<file path="config.mk">
export PLATFORM = sky130hd
export DESIGN_NAME = rvvi_stream_ctrl
export DESIGN_NICKNAME = d
export VERILOG_FILES = /design/src/rtl/rvvi_stream_ctrl.sv
export SDC_FILE = /design/constraint.sdc
export NUM_CORES = 2
export LEC_CHECK = 0
export BUFFER_PORTS_ARGS = -buffer_cell sky130_fd_sc_hd__buf_2
export CORE_ASPECT_RATIO = 0.7
export CORE_MARGIN = 2
export CORE_UTILIZATION = 25
export DETAILED_ROUTE_END_ITERATION = 7
export SKIP_LAST_GASP = 1
export SYNTH_ARGS = -nofsm -noshare
export SYNTH_HDL_FRONTEND = slang
export SYNTH_SLANG_ARGS = --single-unit
</file>
<file path="constraint.sdc">
create_clock -name clk -period 24 [get_ports clk]
set_clock_uncertainty 0.2 [all_clocks]
set_input_delay 0 -clock clk [delete_from_list [all_inputs] [get_ports clk]]
set_output_delay 0 -clock clk [all_outputs]
set_load 0.03 [all_outputs]
</file>
<file path="src/rtl/rvvi_stream_ctrl.sv">
// rvvi_stream_ctrl
// Buffers compressed RVVI trace packets in a small FIFO. Each packet goes out
// on a valid/ready word stream as one header word and then a variable number
// of data words; how many depends on the packet's CSR count. A stall request
// back to the core keeps packets from being lost while Enable is high.
//
// State table
//   state  | meaning
//   S_IDLE | no transfer; when the FIFO is non-empty, latch the head's word count
//   S_HDR  | present the header word {seq, 8'h00, nwords}
//   S_DATA | present data word idx of the head, LS word first; pop on the last one
//
// Ports
//   clk, reset            clock, asynchronous active-high reset
//   Enable, Valid, Rvvi   packet input from the bridge
//   TxData/TxValid/TxLast stream output, TxReady stream back-pressure
//   RvviStall             stall request to the core
//   Overflow              sticky drop flag, cleared by ClearOverflow
module rvvi_stream_ctrl #(
    parameter int XLEN      = 64,
    parameter int MAX_CSRS  = 5,
    parameter int PKT_BITS  = 72 + 5*XLEN + MAX_CSRS*(XLEN+16),
    parameter int WORD_BITS = 32,
    parameter int DEPTH     = 4
) (
    input  logic                 clk,
    input  logic                 reset,
    input  logic                 Enable,
    input  logic                 Valid,
    input  logic [PKT_BITS-1:0]  Rvvi,
    output logic [WORD_BITS-1:0] TxData,
    output logic                 TxValid,
    output logic                 TxLast,
    input  logic                 TxReady,
    output logic                 RvviStall,
    output logic                 Overflow,
    input  logic                 ClearOverflow
);

    localparam int PW       = $clog2(DEPTH);
    localparam int CW       = PW + 1;
    localparam int NW_MAX   = (PKT_BITS + WORD_BITS - 1) / WORD_BITS;
    localparam int PAD_BITS = NW_MAX * WORD_BITS;
    localparam int WSH      = $clog2(WORD_BITS);

    localparam logic [CW-1:0] CNT_FULL = CW'(DEPTH);
    localparam logic [CW-1:0] CNT_HIGH = CW'(DEPTH - 1);

    localparam logic [1:0] S_IDLE = 2'd0;
    localparam logic [1:0] S_HDR  = 2'd1;
    localparam logic [1:0] S_DATA = 2'd2;

    logic [PKT_BITS-1:0] mem_q [DEPTH];

    logic [PW-1:0]  wr_ptr_q, wr_ptr_d, rd_ptr_q, rd_ptr_d;
    logic [CW-1:0]  count_q, count_d;
    logic [1:0]     state_q, state_d;
    logic [15:0]    nwords_q, nwords_d;
    logic [15:0]    idx_q, idx_d;
    logic [7:0]     seq_q, seq_d;
    logic           ovf_q, ovf_d;

    logic                wr_en, drop, pop;
    logic [PKT_BITS-1:0] head;
    logic [PAD_BITS-1:0] head_pad;
    logic [11:0]         csr_raw;
    logic [31:0]         csr_sat, pkt_bits;
    logic [15:0]         nwords_head;
    logic [WORD_BITS-1:0] hdr_word, data_word;

    // Packet length of the FIFO head; the divide by WORD_BITS is a shift.
    always_comb begin
        head     = mem_q[rd_ptr_q];
        head_pad = PAD_BITS'(head);
        csr_raw  = head[XLEN+179:XLEN+168];
        csr_sat  = (32'(csr_raw) > 32'(MAX_CSRS)) ? 32'(MAX_CSRS) : 32'(csr_raw);
        pkt_bits = 32'(72 + 5*XLEN) + csr_sat * 32'(XLEN + 16);
        nwords_head = 16'((pkt_bits + 32'(WORD_BITS - 1)) >> WSH);
        hdr_word  = WORD_BITS'({seq_q, 8'h00, nwords_q});
        data_word = WORD_BITS'(head_pad >> (32'(idx_q) * WORD_BITS));
    end

    // Writes never hit the entry being read: a write needs count < DEPTH.
    always_ff @(posedge clk) begin
        if (wr_en) begin
            mem_q[wr_ptr_q] <= Rvvi;
        end
    end

    always_comb begin
        state_d  = state_q;
        nwords_d = nwords_q;
        idx_d    = idx_q;
        seq_d    = seq_q;
        pop      = 1'b0;
        TxValid  = 1'b0;
        TxLast   = 1'b0;
        TxData   = '0;
        case (state_q)
            S_IDLE: begin
                if (count_q != '0) begin
                    nwords_d = nwords_head;
                    idx_d    = '0;
                    state_d  = S_HDR;
                end
            end
            S_HDR: begin
                TxValid = 1'b1;
                TxData  = hdr_word;
                if (TxReady) begin
                    state_d = S_DATA;
                end
            end
            S_DATA: begin
                TxValid = 1'b1;
                TxData  = data_word;
                TxLast  = (idx_q == nwords_q - 16'd1);
                if (TxReady) begin
                    if (TxLast) begin
                        pop     = 1'b1;
                        seq_d   = seq_q + 8'd1;
                        state_d = S_IDLE;
                    end else begin
                        idx_d = idx_q + 16'd1;
                    end
                end
            end
            default: state_d = S_IDLE;
        endcase
    end

    always_comb begin
        wr_en    = Valid & Enable & (count_q != CNT_FULL);
        drop     = Valid & Enable & (count_q == CNT_FULL);
        wr_ptr_d = wr_en ? wr_ptr_q + 1'b1 : wr_ptr_q;
        rd_ptr_d = pop ? rd_ptr_q + 1'b1 : rd_ptr_q;
        case ({wr_en, pop})
            2'b10:   count_d = count_q + 1'b1;
            2'b01:   count_d = count_q - 1'b1;
            default: count_d = count_q;
        endcase
        // A drop on the same edge as a clear leaves the flag set.
        if (drop) begin
            ovf_d = 1'b1;
        end else if (ClearOverflow) begin
            ovf_d = 1'b0;
        end else begin
            ovf_d = ovf_q;
        end
    end

    always_ff @(posedge clk or posedge reset) begin
        if (reset) begin
            wr_ptr_q <= '0;
            rd_ptr_q <= '0;
            count_q  <= '0;
            state_q  <= S_IDLE;
            nwords_q <= '0;
            idx_q    <= '0;
            seq_q    <= '0;
            ovf_q    <= 1'b0;
        end else begin
            wr_ptr_q <= wr_ptr_d;
            rd_ptr_q <= rd_ptr_d;
            count_q  <= count_d;
            state_q  <= state_d;
            nwords_q <= nwords_d;
            idx_q    <= idx_d;
            seq_q    <= seq_d;
            ovf_q    <= ovf_d;
        end
    end

    assign RvviStall = Enable & (count_q >= CNT_HIGH);
    assign Overflow  = ovf_q;

endmodule

</file>
# Yosys cells after proc, flatten, opt, wreduce, memory -nomap -nowiden
# Memory sizes are Yosys's and may differ from the RTL's.
# Index checks and enable logic that the tools add are counted.
# word_totals
regBits	50
ram_bits	3168
input_bits	798
out_inout_bits	36
elab_cells	69
mem_count	1
# mem_list
memory	depth	word_bits	read_ports	rd_clocked_by_memory_dff	write_ports	line	text
mem_q	4	792	1	0	1	53	logic [PKT_BITS-1:0] mem_q [DEPTH];
# op_classes
n_addsub	9
multipliers	1
order_cmp	2
n_eq_ne	12
shift	1
mux	21
bitwise_logic	4
reduce_logical	10
# ops
op	n
right shift 792 x 21 -> 32 bit	1
case mux 32 bit (2 select lines)	1
two-way mux 16 bit	3
case mux 16 bit (2 select lines)	1
adder 20 x 5 -> 21 bit (second input constant)	1
adder 9 x 19 -> 20 bit (first input constant)	1
adder 16 x 1 -> 16 bit (second input constant)	1
equality test 16 bit	1
subtractor 16 x 1 -> 16 bit (second input constant)	1
multiplier 12 x 3 -> 15 bit (second input constant)	1
> comparator 12 x 3 -> 1 bit (second input constant)	1
two-way mux 12 bit	1
!= test 2 bit (second input constant)	5
two-way mux 1 bit	9
adder 8 x 1 -> 8 bit (second input constant)	1
two-way mux 2 bit	4
AND reduction 4 bit	2
case mux 2 bit (3 select lines)	1
case mux 3 bit (2 select lines)	1
nonzero test 2 bit	3
adder 2 x 1 -> 2 bit (second input constant)	2
bitwise AND 1 bit	4
equality test 2 x 1 -> 1 bit (second input constant)	2
equality test 2 bit (second input constant)	2
10 further kinds	10

# Logic depth before layout (Yosys ltp)
# depth
depth_word	7
depth_mapped	19
ltp_nobuf	17

# Worst setup path before layout
# Ideal clock, no wire load.
# synth_path
kind	reg2reg
start	reg count_q[0]
end	mem mem_q[0][0] (netlist bit), enable pin
arrival_time_ps	18677
setup_slack_ps	3857
stages_incl_launch_ff	4
n_path_buf	0
synth_period_minus_slack_ps	20143
cell_sequence	dfrtp_1 nor2_1 a21oi_1 and2_1
# synth_between
elab_chain_cells	4
# synth_rtl
item	line	text
from (decl)	56	logic [CW-1:0] count_q, count_d;
from (signal assigned)	165	count_q <= count_d;
!= test 3 bit	133	wr_en = Valid & Enable & (count_q != CNT_FULL);
bitwise AND 1 bit	133	
two-way mux 1 bit	85	if (wr_en) begin
two-way mux 1 bit (implied by the code)	86	mem_q[wr_ptr_q] <= Rvvi;
to (decl)	53	
# No other way between the ends.

# Worst setup path after layout
# layout_path
start	reg rd_ptr_q[0]
end	out TxData[15]
# layout_between
elab_chain_cells	3
# layout_rtl
item	line	text
from (decl)	55	logic [PW-1:0] wr_ptr_q, wr_ptr_d, rd_ptr_q, rd_ptr_d;
from (signal assigned)	164	rd_ptr_q <= rd_ptr_d;
memory (4 x 792 bit)	--	
right shift 792 x 21 -> 32 bit	80	data_word = WORD_BITS'(head_pad >> (32'(idx_q) * WORD_BITS));
case mux 32 bit (2 select lines)	99	case (state_q)
to (decl)	31	output logic [WORD_BITS-1:0] TxData,
# No other way between the ends.

==> summary.md <==
| Metric | Value |
|---|---|
| Cell Area, Synth | `124700 µm²` |
| Crit-path max cell delay | `830 ps` |
| Port bufs | `833` |
| Vias in the first global route | `69650` |
| Sequential area share after synthesis | `77.24%` |
| Ports | `834` |
| Cell taking the most area after synthesis | `edfxtp_1` |
| Leading post-synthesis cells by cell area | `edfxtp_1, mux4_2, mux2i_1` |
| Power per cell area | `88.72 nW/µm²` |
| Worst endpoint required time | `23800 ps` |
| Layout cell share with drive strength beyond 1 | `29.31%` |
| Via count | `66580` |
| Core Area | `498000 µm²` |
| CP max FO | `48` |
| Peak VDD IR | `0.00007179 V` |
| Critical Path AT | `7040 ps` |
| Global-route wire length before repair | `508700 µm` |
| Layout Area Growth over Synthesis | `31.00%` |
| Post-Syn Instances | `5321` |
| Yosys warning total | `0` |
| Clock Path Buffers | `4` |
| Starting density of the core | `25.05%` |
| Syn_area_per_cell | `23.44 µm²` |
| Post-CTS setup repair buffer count | `0` |
| Number of synthesized flops with an enable pin | `3168` |
| Min-delay src | `Rvvi[6]` |
| WL final | `361200 µm` |
| Routability cong. | `0.7521` |
| Hold-critical path depth | `3` |
| Setup TNS | `0 ps` |
| Final setup fails | `0` |
| Worst Path Buf+Inv | `6` |
| Top cell type's share of synthesized area | `76.26%` |
| Fin util | `32.82%` |
| Multi-input logic area | `26880 µm²` |
| Actual slew at the worst max-slew pin | `1369 ps` |
| Placed inst area | `136900 µm²` |
| HPWL after detailed placement | `232600 µm` |
| Asr flop ratio synth | `1.523%` |
| CTS Buf Count | `318` |
| DIE AREA | `504700 µm²` |
| Largest net degree at the start of global routing | `143` |
| Router iterations before antenna repair | `5` |
| Die Span X | `848.3 µm` |
| Cell leakage power | `0.05291 µW` |
| Die Ht | `595.0 µm` |
| Final Non-Filler Cells | `14940` |
| Status | `completed` |
| Clock Tree Root | `clkbuf_16` |
| Clock Sinks | `3217` |
| Worst Hold End | `mem_q[1][6]$_DFFE_PP_` |
| Routed len/inst | `24.17 µm` |
| Final Hold Fails | `0` |
| MaxCap Viol Count | `0` |
| Yosys cell types | `90` |
| CTS resizes | `0` |
| DRC | `0` |
| Period minus WS final | `7243 ps` |
| Dpl cells | `12680` |
| Hold Buf Count CTS | `1595` |
| Nets | `8749` |
| Fmax | `0.1381 GHz` |
| Worst R2R Start | `count_q[0]$_DFFE_PP0P_` |
| Pins over their slew limit | `0` |
| HP Class | `input pin to flop` |
| Crit-path slowest cell | `buf_4` |
| Crit-path cells | `buf_4 > buf_4 > buf_4 > buf_4 > mux4_2 > mux4_2 > mux4_2 > nor2_1 > a211oi_1 > buf_4 > buf_2` |
| Slew margin rel. | `8.705%` |
| Tcrit/Tclk final | `30.18%` |
| Vias per inst | `4.455` |
| Reg area | `96380 µm²` |
| H-tree depth | `5` |
| Crit path launch type | `flop` |
| Terminus of the critical flop-to-flop path | `mem_q[2][522]$_DFFE_PP_` |
| Worst Reg-to-Reg Cells | `8` |
| Worst reg-to-reg setup slack | `18120 ps` |
| Cell family with most CP delay | `buffers and inverters` |
| Crit path from | `rd_ptr_q[0]$_DFFE_PP0P_` |
| Antenna Nets Post-Route | `0` |
| Fillers | `46940` |
| RSZ-0062 raised after global routing | `false` |
| Initial antenna violation count | `199` |
| Top_reg_cell synth | `edfxtp_1` |
| Clock transition at the registers of the reported paths | `60 ps` |
| GRT Util Overall | `13.77%` |
| Fin area | `163400 µm²` |
| Crit Path Class | `flop to output port` |
| Flops & latches, synth | `3217` |
| DRT iter0 DRCs | `6145` |
| CTS tree | `yes` |
| GR Overflow Total | `0` |
| Worst skew pair latency | `940 ps` |
| Critical Path End Type | `output port` |
| CP most frequent cell | `buf_4` |
| Cell row count | `217` |
-- power breakdown --
part / total [µW] / internal (µW) / switching (µW)
logic: 2590 / 1040 / 1550
clock network: 4950 / 2740 / 2210
registers: 6960 / 6800 / 159
-- sequential cells by signal, indices dropped and copies added (netlist names) --
name      cells
mem_q      3168
idx_q        16
nwords_q     15
seq_q         8
count_q       3
rd_ptr_q      2
state_q       2
wr_ptr_q      2
Overflow      1
-- worst max path at each step --
stage                            end  slack, ps  cells after the start
6_report                  TxData[15]      16760                     11
4_1_cts                   TxData[21]      16260                     10
2_1_floorplan  mem_q[0][0]$_DFFE_PP_       3860                      3
3_3_place_gp              TxData[17]      17290                     11
5_1_grt                   TxData[15]      16100                     11
3_5_place_dp              TxData[21]      17370                     11
-- worst min-delay path: cells and delay by family --
family | cells | cell delay, ps
buf+inv | 3 | 1200
-- metrics by stage --
step | worst slack, ps | hold slack, ps | power [µW]
6_report | 16760 | 168.4 | 14500
5_1_grt | 16100 | 89.67 | 15030
4_1_cts | 16260 | 8.281 | 14700
3_5_place_dp | 17370 | 15.43 | 9517
3_3_place_gp | 17290 | 8.001 | 9457
2_1_floorplan | 3857 | -101.1 | 8969
-- final cells by class --
cell class,count,share of cell area [%]
tap,6679,5.114
clock inverter,184,1.237
timing repair buffer,2552,12.98
sequential,3217,58.98
inverter,22,0.05207
antenna,102,0.1562
clock buffer,379,5.036
multi-input combinational,1808,16.45
-- Yosys cell counts, types with 33 or more instances --
cell type,n
edfxtp_1,3168
mux4_2,905
nand2_1,130
mux2i_1,127
clkbuf_1,109
a21oi_1,87
buf_2,87
nor2_1,54
dfrtp_1,49
buf_4,43
mux2_2,33
o21ai_0,33
-- layer usage --
metal / share of wire [%] / wire, µm / up-vias / GRT usage [%]
met1: 40 / 143700 / 35180 / 17.43
met2: 51 / 183100 / 2424 / 23.93
met4: 2.4 / 8646 / 130 / 3.564
li1: - / - / 28250 / -
met5: 0.22 / 788 / - / 0
met3: 6.9 / 24920 / 591 / 2.968
-- cells in the final DEF (no fill, tap or decap), types with 42 or more instances in the layout --
master	Yosys	final
clkbuf_16	0	320
dlygate4sd3_1	0	1595
clkinv_2	0	51
mux2i_1	127	127
clkbuf_1	109	59
nor2_1	54	53
buf_2	87	833
nand2_1	130	130
diode_2	0	102
a21oi_1	87	87
mux4_2	905	905
buf_4	43	113
dfrtp_1	49	42
clkinv_1	0	61
edfxtp_1	3168	3168
-- logic make-up (layout without fill, tap and decap cells) --
group,count (synthesis),after routing,share of synthesized area [%]
DFF,3217,3217,77.24
muxes,1068,1068,17.69
and+or+nand+nor,323,323,1.340
AOI/OAI and AO/OA,322,322,1.790
buffers and inverters,312,3137,1.285
xor gates and xnor gates,45,45,0.3159
adders and majority gates,32,32,0.3330
other,2,120,0.006020
(Power assumes the default switching activity.)
